## config.mk

```make
export PLATFORM = sky130hd
export DESIGN_NAME = inst_fetch_queue
export DESIGN_NICKNAME = d
export VERILOG_FILES = /design/src/rtl/inst_fetch_queue_pkg.sv /design/src/rtl/inst_fetch_queue_sync_fifo.sv /design/src/rtl/inst_fetch_queue.sv
export SDC_FILE = /design/constraint.sdc
export NUM_CORES = 1
export LEC_CHECK = 0
export CAP_MARGIN = 15
export CORE_ASPECT_RATIO = 1.25
export CORE_UTILIZATION = 30
export CTS_CLUSTER_SIZE = 12
export DETAILED_ROUTE_END_ITERATION = 16
export PLACE_DENSITY_LB_ADDON = 0.1
export SLEW_MARGIN = 10
export SYNTH_ARGS = -nofsm -noshare
export SYNTH_HDL_FRONTEND = slang
export SYNTH_SLANG_ARGS = --single-unit
```

## constraint.sdc

```tcl
create_clock -name clk -period 6.5 [get_ports clk]
set_input_delay 1.95 -clock clk [delete_from_list [all_inputs] [get_ports clk]]
set_output_delay 1.95 -clock clk [all_outputs]
set_load 0.1 [all_outputs]
```

## src/rtl/inst_fetch_queue_pkg.sv

```systemverilog
// Shared constants and payload types for the instruction fetch queue.
package inst_fetch_queue_pkg;

    localparam int unsigned XLEN = 32;

    localparam logic [XLEN-1:0] RESET_PC_DEFAULT = 32'h0000_0000;
    localparam logic [XLEN-1:0] NOP_INST         = 32'h0000_0033;

    typedef struct packed {
        logic [XLEN-1:0] pc;
        logic [XLEN-1:0] inst;
    } fetch_entry_t;

    localparam int unsigned ENTRY_W = $bits(fetch_entry_t);

    function automatic logic [XLEN-1:0] word_align(input logic [XLEN-1:0] addr);
        return addr & ~XLEN'(3);
    endfunction

endpackage

```

## src/rtl/inst_fetch_queue_sync_fifo.sv

```systemverilog
// Synchronous FIFO with flush and occupancy count; storage is not reset.
module inst_fetch_queue_sync_fifo #(
    parameter int unsigned WIDTH = 32,
    parameter int unsigned DEPTH = 4,
    localparam int unsigned AW = (DEPTH > 1) ? $clog2(DEPTH) : 1,
    localparam int unsigned CW = $clog2(DEPTH + 1)
) (
    input  logic             clk,
    input  logic             rst,
    input  logic             flush_i,
    input  logic             push_i,
    input  logic             pop_i,
    input  logic [WIDTH-1:0] data_i,
    output logic [WIDTH-1:0] data_o,
    output logic [CW-1:0]    count_o
);

    logic [WIDTH-1:0] mem_q [DEPTH];
    logic [AW-1:0]    wr_ptr_q, wr_ptr_d;
    logic [AW-1:0]    rd_ptr_q, rd_ptr_d;
    logic [CW-1:0]    count_q, count_d;
    logic             do_push;
    logic             do_pop;

    function automatic logic [AW-1:0] ptr_inc(input logic [AW-1:0] p);
        return (p == AW'(DEPTH - 1)) ? '0 : p + AW'(1);
    endfunction

    // A full FIFO still accepts a push when it pops in the same cycle.
    always_comb begin
        do_pop   = pop_i & (count_q != '0);
        do_push  = push_i & ((count_q != CW'(DEPTH)) | do_pop);
        wr_ptr_d = wr_ptr_q;
        rd_ptr_d = rd_ptr_q;
        count_d  = count_q;
        if (flush_i) begin
            wr_ptr_d = '0;
            rd_ptr_d = '0;
            count_d  = '0;
        end else begin
            if (do_push) wr_ptr_d = ptr_inc(wr_ptr_q);
            if (do_pop)  rd_ptr_d = ptr_inc(rd_ptr_q);
            count_d = count_q + CW'(do_push) - CW'(do_pop);
        end
    end

    always_ff @(posedge clk) begin
        if (rst) begin
            wr_ptr_q <= '0;
            rd_ptr_q <= '0;
            count_q  <= '0;
        end else begin
            wr_ptr_q <= wr_ptr_d;
            rd_ptr_q <= rd_ptr_d;
            count_q  <= count_d;
        end
    end

    always_ff @(posedge clk) begin
        if (do_push) mem_q[wr_ptr_q] <= data_i;
    end

    assign data_o  = mem_q[rd_ptr_q];
    assign count_o = count_q;

endmodule

```

## src/rtl/inst_fetch_queue.sv

```systemverilog
// Prefetching instruction fetch stage: issues word fetches, buffers returned
// words in order, and flushes/restarts on redirect.
module inst_fetch_queue
    import inst_fetch_queue_pkg::*;
#(
    parameter int unsigned     DEPTH    = 4,
    parameter int unsigned     MAX_OUT  = 2,
    parameter logic [XLEN-1:0] RESET_PC = RESET_PC_DEFAULT
) (
    input  logic            clk,
    input  logic            rst,
    output logic            mem_req,
    output logic [XLEN-1:0] mem_addr,
    input  logic            mem_gnt,
    input  logic            mem_rvalid,
    input  logic [XLEN-1:0] mem_rdata,
    input  logic            redirect,
    input  logic [XLEN-1:0] redirect_pc,
    output logic            out_valid,
    input  logic            out_ready,
    output logic [XLEN-1:0] out_inst,
    output logic [XLEN-1:0] out_pc
);

    localparam int unsigned QCW = $clog2(DEPTH + 1);
    localparam int unsigned OCW = $clog2(MAX_OUT + 1);

    logic [XLEN-1:0] fetch_pc_q, fetch_pc_d;
    logic [OCW-1:0]  discard_q, discard_d;
    logic [OCW-1:0]  outstanding;
    logic [OCW-1:0]  outstanding_next;
    logic [QCW-1:0]  q_count;
    logic [XLEN-1:0] pend_pc;
    fetch_entry_t    q_head;
    fetch_entry_t    q_wdata;
    logic            credit_ok;
    logic            accept;
    logic            resp;
    logic            q_push;
    logic            q_pop;

    // Queue slots are reserved for every in-flight request, so a push never overflows.
    assign credit_ok = ((32'(q_count) + 32'(outstanding)) < 32'(DEPTH)) &&
                       (32'(outstanding) < 32'(MAX_OUT));
    assign mem_req   = ~rst & ~redirect & credit_ok;
    assign mem_addr  = fetch_pc_q;

    assign accept  = mem_req & mem_gnt;
    assign resp    = mem_rvalid & (outstanding != '0);
    assign q_push  = resp & (discard_q == '0) & ~redirect;
    assign q_pop   = out_valid & out_ready;
    assign q_wdata = '{pc: pend_pc, inst: mem_rdata};

    always_comb begin
        outstanding_next = outstanding + OCW'(accept) - OCW'(resp);
        fetch_pc_d       = fetch_pc_q;
        discard_d        = discard_q;
        if (accept) fetch_pc_d = fetch_pc_q + 32'd4;
        if (resp && (discard_q != '0)) discard_d = discard_q - OCW'(1);
        // Every response still owed at the redirect belongs to the old path.
        if (redirect) begin
            fetch_pc_d = word_align(redirect_pc);
            discard_d  = outstanding_next;
        end
    end

    always_ff @(posedge clk) begin
        if (rst) begin
            fetch_pc_q <= RESET_PC;
            discard_q  <= '0;
        end else begin
            fetch_pc_q <= fetch_pc_d;
            discard_q  <= discard_d;
        end
    end

    // PCs of accepted requests; its occupancy is the outstanding-request count.
    inst_fetch_queue_sync_fifo #(
        .WIDTH (XLEN),
        .DEPTH (MAX_OUT)
    ) u_pend_fifo (
        .clk     (clk),
        .rst     (rst),
        .flush_i (1'b0),
        .push_i  (accept),
        .pop_i   (resp),
        .data_i  (fetch_pc_q),
        .data_o  (pend_pc),
        .count_o (outstanding)
    );

    inst_fetch_queue_sync_fifo #(
        .WIDTH (ENTRY_W),
        .DEPTH (DEPTH)
    ) u_inst_fifo (
        .clk     (clk),
        .rst     (rst),
        .flush_i (redirect),
        .push_i  (q_push),
        .pop_i   (q_pop),
        .data_i  (q_wdata),
        .data_o  (q_head),
        .count_o (q_count)
    );

    assign out_valid = (q_count != '0);
    assign out_inst  = out_valid ? q_head.inst : NOP_INST;
    assign out_pc    = out_valid ? q_head.pc   : '0;

endmodule
```

After elaboration in Yosys (flattened, before gate mapping)
Memories as Yosys holds them, arrays and structs flattened. A register that Yosys moved wholly into a read port is not among the register bits.
Cells that the tools add are included.
Storage, ports and cells
  memories: 2
  bits in read-only memories: 0
  word-level logic and storage cells: 72
  bits in latches: 0
  RAM bits: 320
  register bits after elaboration: 45
  bits of input ports: 70
  output and inout bits: 98
Cells by class
  shifts and indexed selects: 0
  add/subtract/negate cells: 13
  muxes and demuxes: 18
  div/mod/pow operators: 0
  magnitude comparators: 2
  reduce and logical (&&, ||, !) cells: 9
  multiply operators: 0
  eq/ne operators: 4
  bitwise gates (word level): 15
Memories
  u_inst_fifo.mem_q: depth 4, bits a word 64, rd ports 1, clocked after Yosys merged registers in 1, wr ports 1, line inst_fetch_queue_sync_fifo.sv:18  | logic [WIDTH-1:0] mem_q [DEPTH];
  u_pend_fifo.mem_q: depth 2, bits a word 32, rd ports 1, clocked after Yosys merged registers in 1, wr ports 1, line inst_fetch_queue_sync_fifo.sv:18
Operators by type and width (count)
  32-bit two-way mux: 4
  32-bit by 3-bit adder with 32-bit output, second input constant: 1
  2-bit two-way mux: 6
  1-bit bitwise AND: 11
  1-bit two-way mux: 8
  2-bit nonzero test: 4
  2-bit by 1-bit adder with 2-bit output: 2
  2-bit by 1-bit adder with 2-bit output, second input constant: 2
  3-bit by 2-bit adder with 4-bit output: 1
  2-bit == test, second input constant: 2
  4-bit by 3-bit < comparator with 1-bit output, second input constant: 1
  2-bit by 1-bit subtractor with 2-bit output: 2
  3-bit by 1-bit adder with 3-bit output: 1
  3-bit != test, second input constant: 1
  3-bit nonzero test: 1
  3-bit by 1-bit subtractor with 3-bit output: 1
  1-bit adder, second input constant: 2
  1-bit logical AND: 2
  2-bit logical NOT: 1
  2-bit < comparator, second input constant: 1
  2-bit != test, second input constant: 1
  1-bit inverter: 2
  1-bit OR: 2
  2-bit OR reduction: 1
  2-bit by 1-bit subtractor with 2-bit output, second input constant: 1

Depth between registers and ports, before layout
Gate-level depths: netlist of run 1.
  depth after elaboration: 8
  depth in mapped cells: 12
  mapped depth without buffers: 12

Cells and area by module
A second synthesis of run 1 with hierarchy kept.
Second synthesis, totals
  cells, all modules: 837
  area, all modules: 14776.7 µm²
Modules (own cells, without submodules)
  inst_fetch_queue_sync_fifo at u_inst_fifo: cells an instance 384, area each 9686.8 µm², instances 1, sequential area each 7867.5 µm²
  inst_fetch_queue_sync_fifo at u_pend_fifo: cells an instance 125, area each 2676.3 µm², instances 1, sequential area each 2021.9 µm²
  inst_fetch_queue: cells an instance 328, area each 2413.6 µm², instances 1, sequential area each 640.6 µm²

Least setup slack after synthesis of run 1
OpenSTA, ideal clock, no wires.
  path type: input -> output
  start point: in redirect
  end point: out mem_req
  data required time: 4.550 ns
  path buffers: 1
  arrival: 3.016 ns
  stages on the path: 3
  setup slack: 1.534 ns
  cell sequence: buf_2 > nor2_2 > and3_1
Between the ends
  cells in the longest elaborated chain, start to end: 3
RTL lines
  from (decl): line inst_fetch_queue.sv:17  | input logic redirect,
  1-bit inverter: line inst_fetch_queue.sv:45  | assign mem_req = ~rst & ~redirect & credit_ok;
  1-bit bitwise AND (2 in series): line inst_fetch_queue.sv:45
  to (decl): line inst_fetch_queue.sv:12  | output logic mem_req,
No other way between the ends.

Final worst setup path of run 1
  start point: reg u_inst_fifo.count_q[1], in the netlist u_inst_fifo.count_o[1]
  end point: out out_pc[14]
Between the ends
  cells in the longest elaborated chain, start to end: 2
RTL lines
  from (decl): line inst_fetch_queue_sync_fifo.sv:21  | logic [CW-1:0] count_q, count_d;
  from (signal assigned): line inst_fetch_queue_sync_fifo.sv:55  | count_q <= count_d;
  3-bit nonzero test: line inst_fetch_queue.sv:106  | assign out_valid = (q_count != '0);
  32-bit two-way mux: line inst_fetch_queue.sv:108  | assign out_pc = out_valid ? q_head.pc : '0;
  to (decl): line inst_fetch_queue.sv:22  | output logic [XLEN-1:0] out_pc
No other way between the ends.

==> results of run 1 <==
## layer usage
layer  wire length [um]  vias to the layer above  share of wire [%]
met5                  0                        -                  0
met4                734                        0                2.2
met3               1410                       48                4.2
met1              14500                     3848                 43
li1                   -                     3524                  -
met2              16700                      192                 50
## registers in the layout, indices dropped and copies added, names as in the netlist, named ones only
name / flops
mem_addr: 30
u_inst_fifo.count_o: 3
u_inst_fifo.wr_ptr_q: 2
u_pend_fifo.rd_ptr_q: 1
u_pend_fifo.mem_q: 60
u_pend_fifo.wr_ptr_q: 1
discard_q: 2
u_inst_fifo.rd_ptr_q: 2
u_pend_fifo.count_o: 2
u_inst_fifo.mem_q: 248
## worst max-delay path by stage
| stage | from | cells past startpoint | end |
|---|---|---|---|
| 2_1_floorplan | redirect | 3 | mem_req |
| 3_3_place_gp | u_inst_fifo.count_o[1] | 6 | out_pc[14] |
| 3_5_place_dp | u_inst_fifo.count_o[1] | 6 | out_pc[14] |
| 4_1_cts | u_inst_fifo.count_o[1] | 6 | out_pc[14] |
| 5_1_grt | u_inst_fifo.count_o[1] | 6 | out_pc[14] |
| 6_report | u_inst_fifo.count_o[1] | 6 | out_pc[14] |
## cell type report
class | instances | area share [%]
Clock buffer | 60 | 6.09
Timing Repair Buffer | 182 | 10.1
Inverter | 23 | 0.496
Multi-Input combinational cell | 391 | 21.0
Clock inverter | 10 | 0.567
Sequential cell | 354 | 57.6
Tap cell | 585 | 4.14
## kinds of logic (layout without fill, tap and decap cells)
kind of cell             Yosys count  count (layout)  synth area share [%]
adder cells (fa/ha/maj)           15              15                  1.38
flip-flops                       354             354                  72.1
buffers and inverters             63             275                  1.86
AND/OR/NAND/NOR                  192             192                  8.05
multiplexers                      94              94                  12.4
other                              1               4                0.0266
XOR/XNOR                          16              16                 0.993
AO/OA/AOI/OAI                     70              70                  3.21
## layout by cell type, fill, tap and decap left out, types with 13 or more instances in the layout
cell type,Yosys,layout
sky130_fd_sc_hd__edfxtp_1,308,308
sky130_fd_sc_hd__clkdlybuf4s50_1,0,146
sky130_fd_sc_hd__and2_1,67,63
sky130_fd_sc_hd__mux4_2,62,62
sky130_fd_sc_hd__dfxtp_1,46,44
sky130_fd_sc_hd__clkbuf_16,0,39
sky130_fd_sc_hd__buf_4,4,32
sky130_fd_sc_hd__mux2_2,30,30
sky130_fd_sc_hd__nor2_1,31,30
sky130_fd_sc_hd__nand2_1,24,24
sky130_fd_sc_hd__inv_1,22,21
sky130_fd_sc_hd__a21oi_1,21,21
sky130_fd_sc_hd__clkbuf_1,27,19
sky130_fd_sc_hd__ha_1,14,14
sky130_fd_sc_hd__nand3_1,13,13
## worst max-delay path: stages (launching register included)
cell and delay [ns]:
sky130_fd_sc_hd__dfxtp_1 0.45, sky130_fd_sc_hd__nor3_1 0.09, sky130_fd_sc_hd__buf_4 0.18, sky130_fd_sc_hd__inv_2 0.33, sky130_fd_sc_hd__buf_4 0.48, sky130_fd_sc_hd__and2_1 0.26
sky130_fd_sc_hd__clkdlybuf4s50_1 1.17
## power by group
group	internal (mW)	switching (mW)	leakage (nW)	total [mW]
registers	2.59	0.0544	3.17	2.65
logic	0.274	0.603	1.96	0.876
clock network	1.18	0.873	0.571	2.06
## stage by stage
stage	setup slack [ns]	instances	total power [mW]
global placement	1.44	1535	3.58
floorplan	1.53	808	3.31
CTS	0.834	1605	5.67
detailed placement	1.43	1535	3.59
finish	1.01	1605	5.58
global route	0.739	1605	5.80
==> load_flow_metrics.sql, run 1 <==
INSERT INTO impl_metrics (metric_group, metric, value, unit) VALUES
('outcome', 'run_status', 'complete, no violations', ''),
('routing', 'detailedRoute.firstPassIterationCount', '4', ''),
('clock_tree', 'htree_levels', '2', ''),
('pwr', 'max-vdd-ir-drop', '0.194', 'mV'),
('synth', 'synthesis.yosys.warnings', '0', ''),
('routing', 'drc_errors', '0', ''),
('routing', 'post_detailed_route_via_to_cell_ratio', '4.74', ''),
('global_routing', 'grt_util_met2', '24.6', '%'),
('clock_tree', 'post_cts_resize_count', '0', ''),
('synth', 'post-synth-top-count-cell', 'sky130_fd_sc_hd__edfxtp_1', ''),
('cells_and_area', 'storage_element_area', '10200', 'sq um'),
('global_routing', 'top_usage_layer', 'met2', ''),
('global_routing', 'groute.layer.met3.usage', '2.39', '%'),
('critical_path', 'critical_path.endpoint_type', 'output port', ''),
('floorplanning', 'die_height', '245', 'um'),
('cells_and_area', 'drive_gt1_share', '19.8', '%'),
('flow_run', 'timing.max_cap.violations', '0', ''),
('clock_tree', 'clk_path_buf_depth', '3', ''),
('routing', 'routed_wirelength', '33400', 'um'),
('global_routing', 'via_count_of_the_first_global_routing_pass', '8080', ''),
('timing', 'finalSetupViolCount', '0', ''),
('timing', 'fin_worst_hold_slack', '0.479', 'ns'),
('clock_tree', 'clkTransAtPathRegs', '0.06', 'ns'),
('critical_path', 'cp-start-kind', 'flop', ''),
('synth', 'synth_largest_type_area_fraction', '65.5', '%'),
('critical_path', 'worst_r2r_startpoint', 'u_inst_fifo.count_o[1]', ''),
('timing', 'finalClockSkew', '0.0188', 'ns'),
('synth', 'synthCells', '805', ''),
('placement', 'finalWeightedCongestion', '0.733', ''),
('synth', 'synth_top_flop_cell', 'sky130_fd_sc_hd__edfxtp_1', ''),
('synth', 'synth_edf_count', '308', ''),
('routing', 'vias', '7612', ''),
('cells_and_area', 'final_layout_net_count', '1075', ''),
('worst_hold_path', 'holdCritPathClass', 'reg -> reg', ''),
('floorplanning', 'design.portCount', '168', ''),
('global_routing', 'grt_pass1_wl', '51000', 'um'),
('synth', 'synth_cell_type_count', '58', ''),
('routing', 'drt_iter0_drc', '374', ''),
('global_routing', 'global_route.usage.met1', '18.1', '%'),
('clock_tree', 'cts_tree', 'done', ''),
('synth', 'synth_area_leaders', 'sky130_fd_sc_hd__edfxtp_1 (66%), sky130_fd_sc_hd__mux4_2 (9.9%), sky130_fd_sc_hd__dfxtp_1 (6.5%)', ''),
('timing', 'timing.final.crit_share', '84.5', '%'),
('synth', 'ys_seq_area_share', '72.1', '%'),
('synth', 'yosysTopAreaCell', 'sky130_fd_sc_hd__edfxtp_1', ''),
('critical_path', 'r2r_setup_slack', '3.34', 'ns'),
('clock_tree', 'cts_root_buf', 'sky130_fd_sc_hd__clkbuf_16', ''),
('pwr', 'power_per_cell_area', '316', 'nW/um^2'),
('pwr', 'p_leak', '5.70', 'nW'),
('timing', 'worst_pin_slew', '1.04', 'ns'),
('timing', 'slew_hr', '30.5', '%'),
('global_routing', 'grt.overflow.total', '0', ''),
('floorplanning', 'design.die.area', '47900', 'sq um'),
('timing', 'post-route-min-period', '5.49', 'ns'),
('floorplanning', 'placementRows', '88', ''),
('cells_and_area', 'multi_input_area', '3710', 'sq um'),
('synth', 'postSynthRegisterBits', '354', ''),
('cells_and_area', 'layout.core_utilization', '38.2', '%'),
('clock_tree', 'cts_setup_buffers', '0', ''),
('critical_path', 'r2r.worst_path.cells', '14', ''),
('clock_tree', 'cts.sink_count', '354', ''),
('critical_path', 'cp.arrival', '3.54', 'ns'),
('clock_tree', 'hold_bufs_inserted_after_cts', '0', ''),
('clock_tree', 'cts-buffers-inserted', '38', ''),
('critical_path', 'worstSetupPathType', 'reg -> out', ''),
('placement', 'placedInstanceArea', '16500', 'sq um'),
('cells_and_area', 'diodes', '0', ''),
('floorplanning', 'chipWidth', '196', 'um'),
('worst_hold_path', 'min_path_cells', '2', ''),
('timing', 'timing_hold_violations_final', '0', ''),
('placement', 'port_buffers', '161', ''),
('synth', 'synthesis.area', '14100', 'sq um');
No activity file was read; power rests on OpenSTA's default activity.
==> run 2, diff against run 1 <==
- clock period: 6.5 -> 5.4 ns (I/O delays scaled with it)
==> run 2 against run 1 <==
Clock skew decreased by 0.0065 ns. Flip-flop and latch count unchanged. Utilization decreased by 0.065 points. Non-clock buffer count increased by 2. Sequential share of layout area increased by 0.098 points. Worst setup slack improved by 0.10 ns. Wire length decreased by 0.54%. Worst hold slack got worse by 0.0026 ns. First-iteration DRC count decreased by 18%. Register-to-register slack got worse by 0.88 ns. Critical path type unchanged.
==> load_flow_metrics.sql, run 2 (synthesis gave the netlist of run 1 again) <==
INSERT INTO impl_metrics (metric_group, metric, value, unit) VALUES
('floorplanning', 'design.portCount', '168', ''),
('clock_tree', 'cts.sink_count', '354', ''),
('critical_path', 'timing.critical_path.fanout_max', '38', ''),
('clock_tree', 'hold_bufs_inserted_after_cts', '0', ''),
('cells_and_area', 'area.growth.synth_to_final', '24.9', '%'),
('pwr', 'switching_share', '27.0', '%'),
('cells_and_area', 'fillers', '4359', ''),
('routing', 'routed_wirelength', '33200', 'um'),
('timing', 'clock.fmax', '233', 'MHz'),
('cells_and_area', 'diodes', '0', ''),
('placement', 'port_buffers', '161', ''),
('clock_tree', 'cts-buffers-inserted', '39', ''),
('cells_and_area', 'most_common_cell_after_layout_fill_and_taps_aside', 'sky130_fd_sc_hd__edfxtp_1', ''),
('clock_tree', 'cts_setup_buffers', '0', ''),
('routing', 'route.top_layer_used', 'met4', ''),
('global_routing', 'grt.overflow.total', '0', ''),
('critical_path', 'end_point_of_the_critical_path', 'out_inst[30]', ''),
('timing', 'final_report_max_slew_violation_count', '0', ''),
('routing', 'drc_errors', '0', ''),
('global_routing', 'maximum_number_of_pins_on_one_net_before_global_route_repair', '63', ''),
('timing', 'finalClockSkew', '0.0123', 'ns'),
('cells_and_area', 'commonest_cells_after_routing_fill_and_taps_aside', 'sky130_fd_sc_hd__edfxtp_1 (308), sky130_fd_sc_hd__clkdlybuf4s50_1 (97), sky130_fd_sc_hd__buf_4 (80)', ''),
('critical_path', 'rr_endpoint', 'u_inst_fifo.count_o[2]', ''),
('cells_and_area', 'multi_input_area', '3710', 'sq um'),
('clock_tree', 'clkTransAtPathRegs', '0.06', 'ns'),
('pwr', 'report.power.total', '6.78', 'mW'),
('routing', 'met1_length', '14400', 'um'),
('timing', 'worst_pin_slew', '1.06', 'ns'),
('timing', 'timing.final.crit_share', '79.4', '%'),
('global_routing', 'via_count_of_the_first_global_routing_pass', '7934', ''),
('cells_and_area', 'largest_reg_flops', '248', ''),
('cells_and_area', 'storage_element_area', '10200', 'sq um'),
('clock_tree', 'worst_skew_pair.late_latency', '0.53', 'ns'),
('routing', 'detailroute.wirelength.met2', '16400', 'um'),
('clock_tree', 'cts_root_buf', 'sky130_fd_sc_hd__clkbuf_16', ''),
('floorplanning', 'chipWidth', '196', 'um'),
('pwr', 'p_int', '4.95', 'mW'),
('routing', 'post_detailed_route_via_to_cell_ratio', '4.75', ''),
('timing', 'post-route-min-period', '4.29', 'ns'),
('floorplanning', 'placeableCoreArea', '46200', 'sq um'),
('routing', 'detailedRoute.firstPassIterationCount', '4', ''),
('placement', 'detailed_place_hpwl', '20600', 'um'),
('critical_path', 'worstSetupStartpoint', 'u_inst_fifo.count_o[1]', ''),
('critical_path', 'r2r_setup_slack', '2.46', 'ns'),
('pwr', 'p_switching', '1.83', 'mW'),
('pwr', 'power_per_cell_area', '385', 'nW/um^2'),
('critical_path', 'cp.arrival', '2.67', 'ns'),
('timing', 'rsz0062_at_grt', 'no', ''),
('cells_and_area', 'regMostFlops', 'u_inst_fifo.mem_q', ''),
('timing', 'finalSetupViolCount', '0', ''),
('critical_path', 'worst_r2r_startpoint', 'u_inst_fifo.count_o[1]', ''),
('floorplanning', 'initial_utilization', '30.5', '%'),
('global_routing', 'grt_antenna_before_repair', '0', ''),
('clock_tree', 'post_cts_resize_count', '0', ''),
('clock_tree', 'cts_tree', 'done', ''),
('clock_tree', 'clk_path_buf_depth', '3', ''),
('routing', 'drt_iter0_drc', '306', ''),
('pwr', 'p_leak', '5.83', 'nW'),
('critical_path', 'critical_path.endpoint_type', 'output port', ''),
('clock_tree', 'htree_levels', '2', ''),
('floorplanning', 'placementRows', '88', ''),
('global_routing', 'grt_pass1_wl', '49900', 'um'),
('timing', 'slew_hr', '29.3', '%'),
('pwr', 'power.share.clock', '37.6', '%'),
('pwr', 'comb_power_share', '15.3', '%'),
('critical_path', 'cp-start-kind', 'flop', ''),
('timing', 'timing_hold_violations_final', '0', ''),
('timing', 'total_negative_setup_slack', '0', 'ns'),
('floorplanning', 'design.die.area', '47900', 'sq um'),
('routing', 'post_drt_wl_per_cell', '20.7', 'um'),
('floorplanning', 'die_height', '245', 'um'),
('critical_path', 'required_time_at_the_endpoint_of_the_critical_path', '3.78', 'ns'),
('routing', 'vias', '7638', ''),
('pwr', 'p_seq_share', '47.1', '%'),
('cells_and_area', 'drive_gt1_share', '24.9', '%'),
('pwr', 'max-vdd-ir-drop', '0.206', 'mV'),
('global_routing', 'gr-usage-all-layers', '14.0', '%'),
('placement', 'finalWeightedCongestion', '0.722', ''),
('routing', 'routed-wl-met3', '1710', 'um'),
('worst_hold_path', 'holdCritPathClass', 'reg -> reg', ''),
('flow_run', 'timing.max_cap.violations', '0', ''),
('critical_path', 'worstSetupPathType', 'reg -> out', ''),
('routing', 'route.antenna.remaining_nets', '0', ''),
('cells_and_area', 'final_layout_net_count', '1078', ''),
('critical_path', 'r2r.worst_path.cells', '13', ''),
('outcome', 'run_status', 'complete, no violations', '');
[run 2: worst min-delay path by stage]
stage / start / end / slack, ns / cells after the start
final: u_inst_fifo.rd_ptr_q[1] / flop / 0.48 / 2
after detailed placement: u_inst_fifo.rd_ptr_q[1] / flop / 0.48 / 2
after global placement: u_inst_fifo.rd_ptr_q[1] / flop / 0.48 / 2
after global routing: u_inst_fifo.rd_ptr_q[1] / flop / 0.52 / 2
after floorplan: u_inst_fifo.rd_ptr_q[1] / flop / 0.45 / 2
after CTS: u_inst_fifo.rd_ptr_q[1] / flop / 0.49 / 2
[run 2: metrics by stage]
stage / setup slack, ns / hold WS, ns / utilization (%) / cell area [sq um] / std cells
2_1_floorplan: 1.09 / 0.454 / - / 14100 / 808
3_3_place_gp: 1.13 / 0.477 / 35.5 / 16400 / 1537
3_5_place_dp: 1.12 / 0.477 / 35.5 / 16400 / 1537
4_1_cts: 0.957 / 0.487 / 38.1 / 17600 / 1607
5_1_grt: 0.850 / 0.519 / 38.1 / 17600 / 1607
6_report: 1.11 / 0.476 / 38.1 / 17600 / 1607
[run 2: power groups by stage]
stage / Sequential, mW / Clock (mW) / Combinational (mW)
final: 3.19 / 2.55 / 1.04
after global routing: 3.20 / 2.73 / 1.11
after global placement: 3.25 / 0 / 1.06
after detailed placement: 3.25 / 0 / 1.06
after floorplan: 3.32 / 0 / 0.665
after CTS: 3.20 / 2.64 / 1.06
[run 2: critical path, cell delays in order (launching register included)]
cell                      delay [ns]
sky130_fd_sc_hd__dfxtp_1        0.44
sky130_fd_sc_hd__nor3_1         0.10
sky130_fd_sc_hd__buf_4          0.18
sky130_fd_sc_hd__inv_2          0.57
sky130_fd_sc_hd__buf_4          0.38
sky130_fd_sc_hd__and2_1         0.18
sky130_fd_sc_hd__buf_4          0.29
[run 2: area by class of cell]
class	count	share of cell area [%]
clock buffer	56	6.25
inverter	23	0.497
clock inverter	14	0.639
timing repair buffer	184	9.71
multi-input combinational	391	21.0
tap	585	4.15
sequential	354	57.7
[run 2: per-layer routing]
layer  vias to the layer above  GRT usage (%)
met5                         -              0
met2                       206           24.1
met3                        44           2.91
met1                      3873           17.6
li1                       3515              -
met4                         0           4.30
